--- config.mk ---
export PLATFORM = sky130hd
export DESIGN_NAME = lstm_sequence_controller
export DESIGN_NICKNAME = d
export VERILOG_FILES = /design/src/rtl/lstm_sequence_controller_pkg.sv /design/src/rtl/lstm_sequence_controller_watchdog.sv /design/src/rtl/lstm_sequence_controller.sv
export SDC_FILE = /design/constraint.sdc
export NUM_CORES = 1
export LEC_CHECK = 0
export CAP_MARGIN = 20
export CORE_AREA = 2 2 235 237
export DETAILED_ROUTE_END_ITERATION = 6
export DIE_AREA = 0 0 237 239
export DONT_BUFFER_PORTS = 1
export GPL_TIMING_DRIVEN = 0
export SLEW_MARGIN = 20
export SYNTH_ARGS = -nofsm -noshare
export SYNTH_HDL_FRONTEND = slang
export SYNTH_HIERARCHICAL = 1
export SYNTH_SLANG_ARGS = --single-unit
--- constraint.sdc ---
create_clock -name clock -period 3.39 [get_ports clock]
set_input_delay 0.1695 -clock clock [delete_from_list [all_inputs] [get_ports clock]]
set_output_delay 0.1695 -clock clock [all_outputs]
set_load 0.03 [all_outputs]
--- src/rtl/lstm_sequence_controller_pkg.sv ---
// Shared definitions for the LSTM sequence controller: state encoding,
// fixed-point word width and a constant-friendly clog2.
package lstm_sequence_controller_pkg;

  localparam int QN = 8;
  localparam int QM = 9;
  localparam int BITWIDTH_DEF = QN + QM + 1;

  typedef logic [2:0] state_t;

  localparam logic [2:0] ST_IDLE       = 3'd0;
  localparam logic [2:0] ST_CLEAR      = 3'd1;
  localparam logic [2:0] ST_FETCH      = 3'd2;
  localparam logic [2:0] ST_ISSUE      = 3'd3;
  localparam logic [2:0] ST_WAIT_STEP  = 3'd4;
  localparam logic [2:0] ST_DENSE_WAIT = 3'd5;
  localparam logic [2:0] ST_OUTPUT     = 3'd6;
  localparam logic [2:0] ST_ERROR      = 3'd7;

  function automatic int clog2_f(input int value);
    int r;
    int v;
    r = 0;
    v = value - 1;
    while (v > 0) begin
      r = r + 1;
      v = v >> 1;
    end
    return r;
  endfunction

endpackage

--- src/rtl/lstm_sequence_controller_watchdog.sv ---
// Down-counting watchdog: reloads on clear, counts while enabled and flags
// expiry once LIMIT cycles have been spent without a clear.
module seq_watchdog
  import lstm_sequence_controller_pkg::*;
#(
  parameter int LIMIT = 4096
) (
  input  logic clock,
  input  logic reset_n,
  input  logic clear,
  input  logic enable,
  output logic expire
);

  localparam int CW = (clog2_f(LIMIT) < 1) ? 1 : clog2_f(LIMIT);
  localparam logic [CW-1:0] LOAD = CW'(LIMIT - 1);

  logic [CW-1:0] count;

  always_ff @(posedge clock or negedge reset_n) begin
    if (!reset_n) begin
      count <= LOAD;
    end else if (clear) begin
      count <= LOAD;
    end else if (enable && (count != '0)) begin
      count <= count - 1'b1;
    end
  end

  assign expire = enable && (count == '0);

endmodule

--- src/rtl/lstm_sequence_controller.sv ---
// Drives the LSTM `network` through one full sequence per inference:
// clear, per-step symbol issue, dense enable on the last step, result capture.
module lstm_sequence_controller
  import lstm_sequence_controller_pkg::*;
#(
  parameter int RAW_INPUT_BIT  = 1,
  parameter int BITWIDTH       = BITWIDTH_DEF,
  parameter int FINAL_OUT_SIZE = 16,
  parameter int MAX_SAMPLES    = 48,
  parameter int CLEAR_CYCLES   = 2,
  parameter int TIMEOUT_CYCLES = 4096,
  localparam int STEP_W        = clog2_f(MAX_SAMPLES),
  localparam int RES_W         = FINAL_OUT_SIZE * BITWIDTH
) (
  input  logic                     clock,
  input  logic                     reset_n,
  input  logic                     start,
  input  logic                     sym_valid,
  input  logic [RAW_INPUT_BIT-1:0] sym_data,
  output logic                     sym_ready,
  output logic [RAW_INPUT_BIT-1:0] net_input,
  output logic                     net_new_sample,
  output logic                     net_clear,
  input  logic                     net_data_ready,
  output logic                     net_dense_enable,
  input  logic                     net_result_ready,
  input  logic [RES_W-1:0]         net_result,
  output logic                     result_valid,
  output logic [RES_W-1:0]         result_data,
  input  logic                     result_ready,
  output logic                     busy,
  output logic [STEP_W-1:0]        step_idx,
  output logic                     timeout_err,
  output logic [2:0]               dbg_state
);

  localparam int CLR_W = clog2_f(CLEAR_CYCLES + 1);
  localparam logic [CLR_W-1:0]  CLR_LAST    = CLR_W'(CLEAR_CYCLES - 1);
  localparam logic [STEP_W-1:0] LAST_STEP   = STEP_W'(MAX_SAMPLES - 1);
  localparam logic [STEP_W-1:0] PENULT_STEP = STEP_W'(MAX_SAMPLES - 2);

  state_t           state;
  state_t           state_next;
  logic             rdy_q;
  logic             start_q;
  logic             rdy_edge;
  logic             watched;
  logic             wd_clear;
  logic             wd_expire;
  logic [CLR_W-1:0] clr_cnt;

  // Only a fresh rising edge of dataReady completes a step; a level left
  // high by the previous step is ignored.
  assign rdy_edge = net_data_ready && !rdy_q;
  assign watched  = (state == ST_FETCH) || (state == ST_WAIT_STEP) ||
                    (state == ST_DENSE_WAIT);
  assign wd_clear = (state_next != state);

  seq_watchdog #(
    .LIMIT(TIMEOUT_CYCLES)
  ) u_watchdog (
    .clock  (clock),
    .reset_n(reset_n),
    .clear  (wd_clear),
    .enable (watched),
    .expire (wd_expire)
  );

  always_comb begin
    state_next = state;
    case (state)
      ST_IDLE:       if (start) state_next = ST_CLEAR;
      ST_CLEAR:      if (clr_cnt == CLR_LAST) state_next = ST_FETCH;
      ST_FETCH: begin
        if (sym_valid)      state_next = ST_ISSUE;
        else if (wd_expire) state_next = ST_ERROR;
      end
      ST_ISSUE:      state_next = ST_WAIT_STEP;
      ST_WAIT_STEP: begin
        if (rdy_edge)       state_next = (step_idx == LAST_STEP) ? ST_DENSE_WAIT : ST_FETCH;
        else if (wd_expire) state_next = ST_ERROR;
      end
      ST_DENSE_WAIT: begin
        if (net_result_ready) state_next = ST_OUTPUT;
        else if (wd_expire)   state_next = ST_ERROR;
      end
      ST_OUTPUT:     if (result_ready) state_next = start ? ST_CLEAR : ST_IDLE;
      ST_ERROR:      if (start && !start_q) state_next = ST_CLEAR;
      default:       state_next = ST_IDLE;
    endcase
  end

  always_ff @(posedge clock or negedge reset_n) begin
    if (!reset_n) begin
      state            <= ST_IDLE;
      rdy_q            <= 1'b0;
      start_q          <= 1'b0;
      clr_cnt          <= '0;
      step_idx         <= '0;
      timeout_err      <= 1'b0;
      net_input        <= '0;
      net_dense_enable <= 1'b0;
      result_valid     <= 1'b0;
      result_data      <= '0;
    end else begin
      state   <= state_next;
      rdy_q   <= net_data_ready;
      start_q <= start;
      clr_cnt <= ((state == ST_CLEAR) && (state_next == ST_CLEAR)) ? clr_cnt + 1'b1 : '0;

      if ((state_next == ST_CLEAR) && (state != ST_CLEAR)) begin
        step_idx    <= '0;
        timeout_err <= 1'b0;
      end

      if ((state == ST_FETCH) && sym_valid) begin
        net_input <= sym_data;
      end

      // Dense layer must see the whole final step, so it is armed on the
      // completion of the second-to-last step.
      if ((state == ST_WAIT_STEP) && rdy_edge) begin
        if (step_idx != LAST_STEP) step_idx <= step_idx + 1'b1;
        if (step_idx == PENULT_STEP) net_dense_enable <= 1'b1;
      end

      if ((state == ST_DENSE_WAIT) && (state_next != ST_DENSE_WAIT)) begin
        net_dense_enable <= 1'b0;
      end

      if ((state_next == ST_ERROR) && (state != ST_ERROR)) begin
        timeout_err      <= 1'b1;
        net_dense_enable <= 1'b0;
      end

      // Result port: valid/ready handshake; result_data is loaded only when
      // no result is pending and transfers on result_valid && result_ready.
      if ((state == ST_DENSE_WAIT) && net_result_ready) begin
        result_data  <= net_result;
        result_valid <= 1'b1;
      end else if ((state == ST_OUTPUT) && result_ready) begin
        result_valid <= 1'b0;
      end
    end
  end

  assign sym_ready      = (state == ST_FETCH);
  assign net_new_sample = (state == ST_ISSUE);
  assign net_clear      = (state == ST_CLEAR) || (state == ST_ERROR);
  assign busy           = (state != ST_IDLE) && (state != ST_ERROR);
  assign dbg_state      = state;

endmodule

==> flow_summary.json, run 1 <==
{
  "initial_core_util": 0.2286,
  "viasPerCell": 4.344,
  "clock_skew_ns": 0.01025,
  "dieArea_um2": 56640,
  "yosysSeqAreaShare": 0.6399,
  "cp_slowest_cell": "or4_1",
  "utilization": 0.3215,
  "nets": 1435,
  "path_cells": "or4_1 > buf_2 > nor3_2 > and2_1 > inv_1 > a311oi_2 > a211oi_2 > or3_1 > nand3_1 > inv_1 > nand3_1",
  "io_pins": 601,
  "final.fill_count": 5231,
  "drt_pre_antenna_iters": 4,
  "finalWeightedCongestion": 0.7717,
  "status": "finished, violations left",
  "period_share": 0.9280,
  "final_cell_mix": "dfrtp_1, dlygate4sd3_1, mux2_2",
  "wl_mm": 36.99,
  "slew_headroom": 0.5112,
  "cts_root_buffer": "clkbuf_16",
  "grt_max_degree": 318,
  "die_w_um": 237,
  "ys.warnings.count": 6,
  "finalSetupViolCount": 0,
  "critPathLaunchType": "register",
  "grt_antenna_before_repair": 3,
  "endpoint_kind": "register",
  "fp.coreArea_um2": 54340,
  "die_h_um": 239,
  "io_buffers": 0,
  "final_common_cell": "dfrtp_1",
  "clk_latency_ns": 0.52,
  "placed_cells": 1506,
  "p_leak_nw": 7.392,
  "finalHoldViolCount": 317,
  "cp.required_ns": 3.85,
  "vdd_ir_drop_max_v": 0.0005713,
  "grt_setup_unrepaired": "no",
  "cts_buffers": 36,
  "critPathArrivalTime_ns": 3.60,
  "synth_edf_count": 0,
  "ys_seq_elements": 317,
  "synth_top_flop_cell": "dfrtp_1",
  "tritoncts": "built",
  "drive_above_1_share": 0.3546,
  "avgRoutedWirePerCell_um": 19.82,
  "max_freq_mhz": 317.9,
  "layout_min_cycle_time_ns": 3.146,
  "power_density_nw_per_um2": 1027,
  "worstMarginPinSlew_ns": 0.7305,
  "drt_iter0_drc": 257,
  "cts_buffer_depth": 3,
  "rows": 86,
  "violations": "hold timing",
  "maxSlewViolCount": 0,
  "cp_max_fo": 8,
  "clk_pin_slew_ns": 0.06,
  "critical_path_class": "reg -> reg",
  "ant_nets": 0,
  "dp_hpwl_mm": 24.68,
  "finalSetupTns_ns": 0,
  "syn-num-nets": 1103,
  "overflow": 0,
  "synth_cells": 802,
  "fin_cells": 1866,
  "avgSynthCellArea_um2": 15.49,
  "cts.htree.levels": 2,
  "grt_pass1_wl_mm": 53.12,
  "hold_class": "in -> async",
  "remaining_drc_errors": 0,
  "clock-sinks": 317,
  "areaGrowthSynthToFinish_pct": 40.64,
  "synthDistinctLibCells": 59,
  "syn-cell-area_um2": 12420,
  "track_usage": 0.1216,
  "drv_cap": 0,
  "hold_buffers": 294,
  "grt_pass1_vias": 8594,
  "synthArstFlopShare": 1.000,
  "hold_slack_ns": -0.6557,
  "crit_path_max_incr_delay_ns": 0.54,
  "vias": 8106
}
-- layer usage --
layer | track usage | vias to the layer above | wire length [um]
met2 | 0.2082 | 416 | 18640
li1 | - | 3517 | -
met4 | 0.04795 | 2 | 1128
met5 | 0 | - | 13
met3 | 0.04065 | 72 | 3194
met1 | 0.1402 | 4099 | 14020
-- critical path: cells and delay by family, from the launching register on --
kind / cells / cell delay [ns]
and+or+nand+nor: 6 / 1.82
buffers and inverters: 3 / 0.51
AOI/OAI and AO/OA: 2 / 0.38
DFF: 1 / 0.37
-- power by group --
group / total [mW] / internal [mW] / switching [mW]
Clock: 3.97 / 2.43 / 1.53
Sequential: 10.7 / 5.53 / 5.15
Combinational: 3.30 / 1.99 / 1.31
-- layout make-up --
cell class | instances | area (um^2) | share of cell area
Clock inverter | 9 | 131.4 | 0.007521
Antenna cell | 3 | 7.507 | 0.0004298
Multi-Input combinational cell | 434 | 4228 | 0.2420
Buffer | 39 | 205.2 | 0.01175
Clock buffer | 54 | 1080 | 0.06182
Tap cell | 704 | 880.8 | 0.05043
Timing Repair Buffer | 294 | 2943 | 0.1685
Inverter | 12 | 45.04 | 0.002579
Sequential cell | 317 | 7948 | 0.4550
-- synthesized netlist by cell type, drive strengths merged, types with 2 or more instances --
master / n / share of area
a211oi: 4 / 0.0028
a21o: 2 / 0.0013
a21oi: 11 / 0.0047
a31oi: 2 / 0.0010
and2: 2 / 0.0010
and3: 4 / 0.0020
buf: 37 / 0.016
clkbuf: 2 / 0.00060
dfrtp: 305 / 0.61
dfstp: 12 / 0.025
ha: 5 / 0.0050
inv: 12 / 0.0036
mux2: 289 / 0.26
mux2i: 2 / 0.0016
nand2: 16 / 0.0048
nand2b: 4 / 0.0022
nand3: 13 / 0.0060
nor2: 12 / 0.0036
nor2b: 4 / 0.0020
nor3: 6 / 0.0028
nor4: 5 / 0.0025
o21ai: 11 / 0.0044
o22ai: 3 / 0.0015
o31ai: 3 / 0.0033
or2: 3 / 0.0015
or3: 4 / 0.0020
or4: 6 / 0.0040
xnor2: 6 / 0.0042
-- sequential cells by signal (all words and copies together), names as in the netlist --
| name | cells |
|---|---|
| timeout_err | 1 |
| dbg_state | 3 |
| step_idx | 6 |
| result_valid | 1 |
| result_data | 288 |
| u_watchdog/count | 12 |
| start_q | 1 |
| net_dense_enable | 1 |
| net_input | 1 |
| clr_cnt | 2 |
| rdy_q | 1 |
-- final timing paths --
kind	start	endpoint	slack [ns]	cells after the start
setup / recovery	u_watchdog/count[5]$_DFFE_PN1P_	u_watchdog/count[3]$_DFFE_PN1P_	0.24	11
hold / removal	reset_n	result_data[123]$_DFFE_PN0P_	-0.66	0
setup reg to reg	u_watchdog/count[5]$_DFFE_PN1P_	u_watchdog/count[3]$_DFFE_PN1P_	0.24	11
hold reg to reg	clr_cnt[0]$_DFF_PN0_	clr_cnt[0]$_DFF_PN0_	0.45	1
max in group asynchronous	reset_n	result_data[52]$_DFFE_PN0P_	3.52	0
min in group clock	net_result_ready	result_valid$_DFFE_PN0P_	0.06	3
-- logic make-up (layout without fill, tap and decap cells) --
group,Yosys count,in the layout,synth area share
other,0,3,0
AND/OR/NAND/NOR,87,87,0.04100
adder cells (fa/ha/maj),5,5,0.005037
buffers and inverters,51,408,0.02015
multiplexers,291,291,0.2636
flip-flops,317,317,0.6399
AO/OA/AOI/OAI,45,45,0.02609
XOR/XNOR,6,6,0.004231
-- per-stage QoR --
stage / setup slack, ns / cell area, um^2 / hold WS (ns) / total power, mW
5_1_grt: 0.06572 / 17470 / -0.6913 / 18.64
6_report: 0.2442 / 17470 / -0.6557 / 17.94
3_3_place_gp: 0.1238 / 13300 / -0.1195 / 13.48
2_1_floorplan: 0.6136 / 12420 / -0.1261 / 12.51
4_1_cts: 0.1016 / 17460 / -0.6985 / 17.96
3_5_place_dp: 0.1360 / 13300 / -0.1183 / 13.62
-- what timing repair did --
action                     in CTS  in global routing
gates resized for setup         0                  2
setup buffers                   0                  0
setup endpoints to repair       0                  9
hold endpoints to repair      613                317
Power figures use the tool's default switching activity.
==> run 2, diff against run 1 <==
==> constraint.sdc (replaced) <==
create_clock -name clock -period 3.8 [get_ports clock]
set_input_delay 0.19 -clock clock [delete_from_list [all_inputs] [get_ports clock]]
set_output_delay 0.19 -clock clock [all_outputs]
set_load 0.03 [all_outputs]
==> run 2 against run 1 <==
The flow still finishes with violations (hold timing). Worst hold slack improved by 0.021 ns. Sequential power fell by 11%. Critical path depth rose by 1. Setup slack improved by 0.27 ns. Sequential cell count did not move. Sequential share of layout area barely moved. Final cell count did not move. Non-clock buffer count did not move. Critical path type unchanged. Largest cell class unchanged.
==> flow_summary.json, run 2 (same netlist as run 1, synthesis figures left out) <==
{
  "status": "finished, violations left",
  "violations": "hold timing",
  "drv_cap": 0,
  "regMostFlops": "result_data",
  "clk_pin_slew_ns": 0.06,
  "tritoncts": "built",
  "path_cells": "inv_1 > ha_1 > or3b_2 > nor3_1 > and2_1 > inv_1 > a311oi_2 > a211oi_2 > or3_1 > nand3_1 > inv_1 > nand3_1",
  "drive_above_1_share": 0.3538,
  "drt_iter0_drc": 283,
  "place_area_um2": 13300,
  "pwr-share-seq": 0.595,
  "die_w_um": 237,
  "grt_pass1_vias": 8596,
  "p_int_mw": 8.876,
  "remaining_drc_errors": 0,
  "clock-sinks": 317,
  "finalSetupTns_ns": 0,
  "critPathLaunchType": "register",
  "finalHoldViolCount": 317,
  "wl_mm": 37.01,
  "critPathArrivalTime_ns": 3.74,
  "grt_antenna_before_repair": 3,
  "cts.htree.levels": 2,
  "fp.coreArea_um2": 54340,
  "max_freq_mhz": 304.4,
  "clock_skew_ns": 0.01166,
  "crit_path_max_incr_delay_ns": 0.49,
  "areaGrowthSynthToFinish_pct": 40.60,
  "multiInputGateArea_um2": 4223,
  "p_leak_nw": 7.392,
  "largest_reg_flops": 288,
  "final.fill_count": 5231,
  "p_sw_mw": 7.126,
  "ff_latch_area_um2": 7948,
  "cts_buffers": 36,
  "die_h_um": 239,
  "worstMarginPinSlew_ns": 0.7288,
  "clk_latency_ns": 0.52,
  "track_usage": 0.1215,
  "finalSetupViolCount": 0,
  "endpoint_kind": "register",
  "cts_resized": 0,
  "vias": 8097,
  "viasPerCell": 4.339,
  "cp_slowest_cell": "or3b_2",
  "vdd_ir_drop_max_v": 0.0005096,
  "final_cell_mix": "dfrtp_1, dlygate4sd3_1, mux2_2",
  "rows": 86,
  "cts_root_buffer": "clkbuf_16",
  "avgRoutedWirePerCell_um": 19.83,
  "slew_headroom": 0.5123,
  "initial_core_util": 0.2286,
  "hold_class": "in -> async",
  "dp_hpwl_mm": 24.68,
  "maxSlewViolCount": 0,
  "period_share": 0.8646,
  "power_density_nw_per_um2": 916.3,
  "crit_path_frequent_cell": "inv_1",
  "reg.largest.list": "result_data: 288 flops, u_watchdog/count: 12 flops, step_idx: 6 flops",
  "post-route-cell-area_um2": 17460,
  "io_buffers": 0,
  "critical_path_class": "reg -> reg",
  "hold_buffers": 294,
  "combPwrFrac": 0.184,
  "grt_pass1_wl_mm": 53.09,
  "finalWeightedCongestion": 0.7717,
  "cp_max_fo": 8,
  "grt_max_degree": 318,
  "dp_slack_ns": 0.5460,
  "ant_nets": 0,
  "io_pins": 601,
  "grt_setup_unrepaired": "no",
  "overflow": 0,
  "dieArea_um2": 56640,
  "drt_pre_antenna_iters": 4,
  "hold_slack_ns": -0.6347,
  "cp.required_ns": 4.26,
  "final_common_cell": "dfrtp_1",
  "cts_buffer_depth": 3,
  "nets": 1435,
  "worst_slack_ns": 0.5144,
  "pwr-share-clk": 0.221,
  "p_sw_frac": 0.4453,
  "layout_min_cycle_time_ns": 3.286
}
==> run 2: cell count changes in the layout (fill, tap and decap cells not counted) <==
cell / previous run / this run
nor3_1: 4 / 5
o21ai_0: 8 / 9
nor3_2: 2 / 1
o21ai_1: 3 / 2
==> run 2: critical path: cells and delay by family (launching register included) <==
family | cells | cell delay, ns
AOI/OAI and AO/OA | 2 | 0.38
adders and majority gates | 1 | 0.18
DFF | 1 | 0.36
and+or+nand+nor | 6 | 1.86
buffers and inverters | 3 | 0.45
==> run 2: cell type report <==
class                   instances  share of cell area
inverters                      12            0.002579
flip-flops and latches        317              0.4551
plain buffers                  39             0.01175
clock buffers                  54             0.06183
multi-input cells             434              0.2418
repair buffers                294              0.1685
clock inverters                 9            0.007523
well taps                     704             0.05044
diodes                          3           0.0004299
==> run 2: routing by layer <==
metal,share of wire,vias up,track usage
li1,-,3516,-
met1,0.38,4114,0.1400
met2,0.50,397,0.2083
met3,0.083,68,0.04065
met4,0.030,2,0.04795
met5,0.00035,-,0
==> run 2: through the flow <==
| step | power (mW) | utilization | std cells |
|---|---|---|---|
| detailed placement | 12.15 | 0.2448 | 1506 |
| global route | 16.63 | 0.3213 | 1865 |
| finish | 16.00 | 0.3214 | 1866 |
| CTS | 16.02 | 0.3212 | 1863 |
| floorplan | 11.16 | - | 802 |
| global placement | 12.03 | 0.2448 | 1506 |
==> run 2: worst paths after layout <==
| path | startpoint | endpoint | slack, ns | depth (start not counted) |
|---|---|---|---|---|
| max reg2reg | u_watchdog/count[0]$_DFFE_PN1P_ | u_watchdog/count[3]$_DFFE_PN1P_ | 0.51 | 12 |
| max in group asynchronous | reset_n | result_data[52]$_DFFE_PN0P_ | 3.90 | 0 |
| min reg2reg | clr_cnt[0]$_DFF_PN0_ | clr_cnt[0]$_DFF_PN0_ | 0.45 | 1 |
| min | reset_n | result_data[123]$_DFFE_PN0P_ | -0.63 | 0 |
| min in group clock | start | dbg_state[1]$_DFF_PN0_ | 0.05 | 3 |
| max | u_watchdog/count[0]$_DFFE_PN1P_ | u_watchdog/count[3]$_DFFE_PN1P_ | 0.51 | 12 |
==> run 2: what timing repair did <==
action                                  in CTS  in global routing
hold endpoints to repair                   612                317
endpoints found under the setup margin       0                  0
setup buffers                                0                  0
==> run 2: power by group through the flow <==
stage               Clock (mW)  Sequential (mW)  Combinational [mW]
floorplan                    0             8.92                2.24
global placement             0             9.50                2.53
detailed placement           0             9.51                2.64
CTS                       3.65             9.46                2.91
global route              3.79             9.64                3.20
finish                    3.54             9.52                2.94
==> run 3, diff against run 2 <==
--- a/config.mk
+++ b/config.mk
@@ -6,13 +6,12 @@
 export NUM_CORES = 1
 export LEC_CHECK = 0
 export CAP_MARGIN = 20
-export CORE_AREA = 2 2 235 237
+export CORE_AREA = 2 2 236 238
 export DETAILED_ROUTE_END_ITERATION = 6
-export DIE_AREA = 0 0 237 239
+export DIE_AREA = 0 0 238 240
 export DONT_BUFFER_PORTS = 1
 export GPL_TIMING_DRIVEN = 0
 export SLEW_MARGIN = 20
 export SYNTH_ARGS = -nofsm -noshare
 export SYNTH_HDL_FRONTEND = slang
-export SYNTH_HIERARCHICAL = 1
 export SYNTH_SLANG_ARGS = --single-unit
==> run 3 against run 2 <==
The run still ends with hold timing left. Synthesized area grew 0.46%. Synthesized cell count is 0.50% higher. Final area increased by 1.3%. Largest power group unchanged. Highest routed layer unchanged.
==> flow_summary.json, run 3 <==
{
  "critPathLaunchType": "register",
  "wl_mm": 37.56,
  "yosysSeqAreaShare": 0.6369,
  "rrSetupSlack_ns": 0.94,
  "nets": 1444,
  "regMostFlops": "result_data",
  "drv_cap": 0,
  "hold_slack_ns": -0.6423,
  "hold_class": "in -> async",
  "ff_latch_area_um2": 7948,
  "final_cell_mix": "dfrtp_1, dlygate4sd3_1, mux2_2",
  "fp.coreArea_um2": 54660,
  "die_h_um": 240,
  "remaining_drc_errors": 0,
  "dieArea_um2": 57120,
  "grt_max_degree": 318,
  "cts_root_buffer": "clkbuf_16",
  "clock_skew_ns": 0.01250,
  "cp.required_ns": 3.61,
  "period_share": 0.7636,
  "syn-num-nets": 1107,
  "synth_mux_area_frac": 0.2624,
  "p_leak_nw": 7.415,
  "final_common_cell": "dfrtp_1",
  "grt_setup_unrepaired": "no",
  "cp_max_fo": 10,
  "cts_buffers": 38,
  "synthDistinctLibCells": 53,
  "syn-cell-area_um2": 12480,
  "worstMarginPinSlew_ns": 1.093,
  "synth_top_flop_cell": "dfrtp_1",
  "finalSetupTns_ns": 0,
  "cts.htree.levels": 2,
  "fin_cells": 1877,
  "r2r-start": "dbg_state[1]$_DFF_PN0_",
  "ys_top_cells_by_area": "dfrtp_1, mux2_2, dfstp_2",
  "synthArstFlopShare": 1.000,
  "io_pins": 601,
  "initial_core_util": 0.2283,
  "status": "finished, violations left",
  "synth_top_area_share": 0.6117,
  "slew_headroom": 0.2698,
  "clk_latency_ns": 0.53,
  "avgSynthCellArea_um2": 15.48,
  "multiInputGateArea_um2": 4307,
  "violations": "hold timing",
  "drive_above_1_share": 0.3399,
  "reg.largest.list": "result_data: 288 flops, u_watchdog.count: 12 flops, step_idx: 6 flops",
  "final.fill_count": 5327,
  "synth_compound_area_frac": 0.02477,
  "p_total_mw": 16.84,
  "cts_buffer_depth": 3,
  "drt_iter0_drc": 313,
  "viasPerCell": 4.376,
  "clock-sinks": 317,
  "synth_fa_ha_area_frac": 0.005014,
  "maxSlewViolCount": 0,
  "ant_nets": 0,
  "tritoncts": "built",
  "grt_pass1_vias": 9146,
  "r2r_cells": 7,
  "ys_seq_elements": 317,
  "track_usage": 0.1242,
  "max_freq_mhz": 344.6,
  "critical_path_class": "reg -> out",
  "cp_top_family": "buffers and inverters",
  "finalSetupViolCount": 0,
  "synth_cells": 806,
  "yosysMostFrequentCell": "dfrtp_1",
  "synth-xor-area-share": 0.009827,
  "areaGrowthSynthToFinish_pct": 41.72,
  "clk_pin_slew_ns": 0.06,
  "critPathArrivalTime_ns": 2.71,
  "synth_common_cells": "dfrtp_1, mux2_2, buf_2",
  "drt_pre_antenna_iters": 4,
  "crit_path_max_incr_delay_ns": 0.70,
  "synth_top_family_by_area": "multiplexers",
  "hold_buffers": 297,
  "avgRoutedWirePerCell_um": 20.01,
  "finalWeightedCongestion": 0.8470,
  "grt_antenna_before_repair": 5,
  "critical_path_buf_inv_count": 2,
  "overflow": 0,
  "layout_min_cycle_time_ns": 2.902,
  "r2r-end": "result_data[175]$_DFFE_PN0P_",
  "cp_slowest_cell": "dfrtp_1",
  "synth_edf_count": 0,
  "largest_reg_flops": 288,
  "ys.warnings.count": 0,
  "endpoint_kind": "output pin",
  "yosys.area.top_type": "dfrtp_1",
  "vdd_ir_drop_max_v": 0.0006040,
  "synthSimpleGateAreaFrac": 0.04272,
  "path_cells": "buf_2 > buf_1 > nor3_1 > a21oi_1",
  "rows": 86,
  "vias": 8213,
  "io_buffers": 0,
  "grt_pass1_wl_mm": 55.01,
  "die_w_um": 238,
  "finalHoldViolCount": 317,
  "dp_hpwl_mm": 25.55,
  "placed_cells": 1510,
  "power_density_nw_per_um2": 952.4
}
==> run 3: changes by cell type after synthesis, sizes merged, moves of 6 or more <==
cell    delta
buf        -8
clkbuf    +10
nand2      -6
nand4      +7
xor2      +11
==> run 3: final cells by class <==
| cell class | count | area share |
|---|---|---|
| repair buffers | 297 | 0.1681 |
| plain buffers | 41 | 0.01082 |
| multi-input cells | 438 | 0.2435 |
| clock inverters | 13 | 0.01097 |
| inverters | 10 | 0.002123 |
| well taps | 704 | 0.04981 |
| clock buffers | 55 | 0.06495 |
| diodes | 2 | 0.0002830 |
| flip-flops and latches | 317 | 0.4494 |
==> run 3: metrics by stage <==
step | instance area (um^2) | worst slack (ns) | util
2_1_floorplan | 12480 | 1.418 | -
3_3_place_gp | 13360 | 0.5041 | 0.2444
3_5_place_dp | 13360 | 0.8518 | 0.2445
4_1_cts | 17680 | 0.8364 | 0.3234
5_1_grt | 17680 | 0.7147 | 0.3235
6_report | 17680 | 0.8983 | 0.3235
==> run 3: cell families after synthesis <==
group,after synthesis
and+or+nand+nor,90
muxes,291
AOI/OAI and AO/OA,38
adders and majority gates,5
xor gates and xnor gates,14
buffers and inverters,51
DFF,317
==> run 3: routing by layer <==
layer  up-vias  GRT usage  share of wire
li1       3558          -              -
met1      4192     0.1431           0.37
met2       368     0.2097           0.51
met3        93    0.04432          0.088
met4         2    0.05095          0.033
met5         -          0        0.00037
==> run 3: worst register-to-register path, delay by kind of cell, from the launching register on <==
kind / cells / cell delay [ns]
buffers and inverters: 4 / 1.37
DFF: 1 / 0.54
and+or+nand+nor: 2 / 0.44
muxes: 1 / 0.39
==> run 3: worst max-delay path by stage <==
stage                                 from                               to  slack (ns)  cells after the start
finish              dbg_state[0]$_DFF_PN0_                             busy        0.90                      4
global route        dbg_state[0]$_DFF_PN0_                             busy        0.71                      4
CTS                 dbg_state[1]$_DFF_PN0_      result_data[44]$_DFFE_PN0P_        0.84                      7
detailed placement  dbg_state[1]$_DFF_PN0_      result_data[44]$_DFFE_PN0P_        0.85                      7
global placement    dbg_state[1]$_DFF_PN0_      result_data[44]$_DFFE_PN0P_        0.50                      7
floorplan           dbg_state[1]$_DFF_PN0_  u_watchdog.count[0]$_DFFE_PN1P_        1.42                      8
==> run 3: where the power goes <==
part,switching [mW],internal (mW),leakage (nW)
clock,1.45,2.38,0.644
combinational,1.35,1.95,2.98
sequential,4.75,4.96,3.79
==> run 3: repair_timing <==
item	in CTS	in global routing
hold endpoints to repair	614	317
resized for setup	0	0
setup buffers	0	0
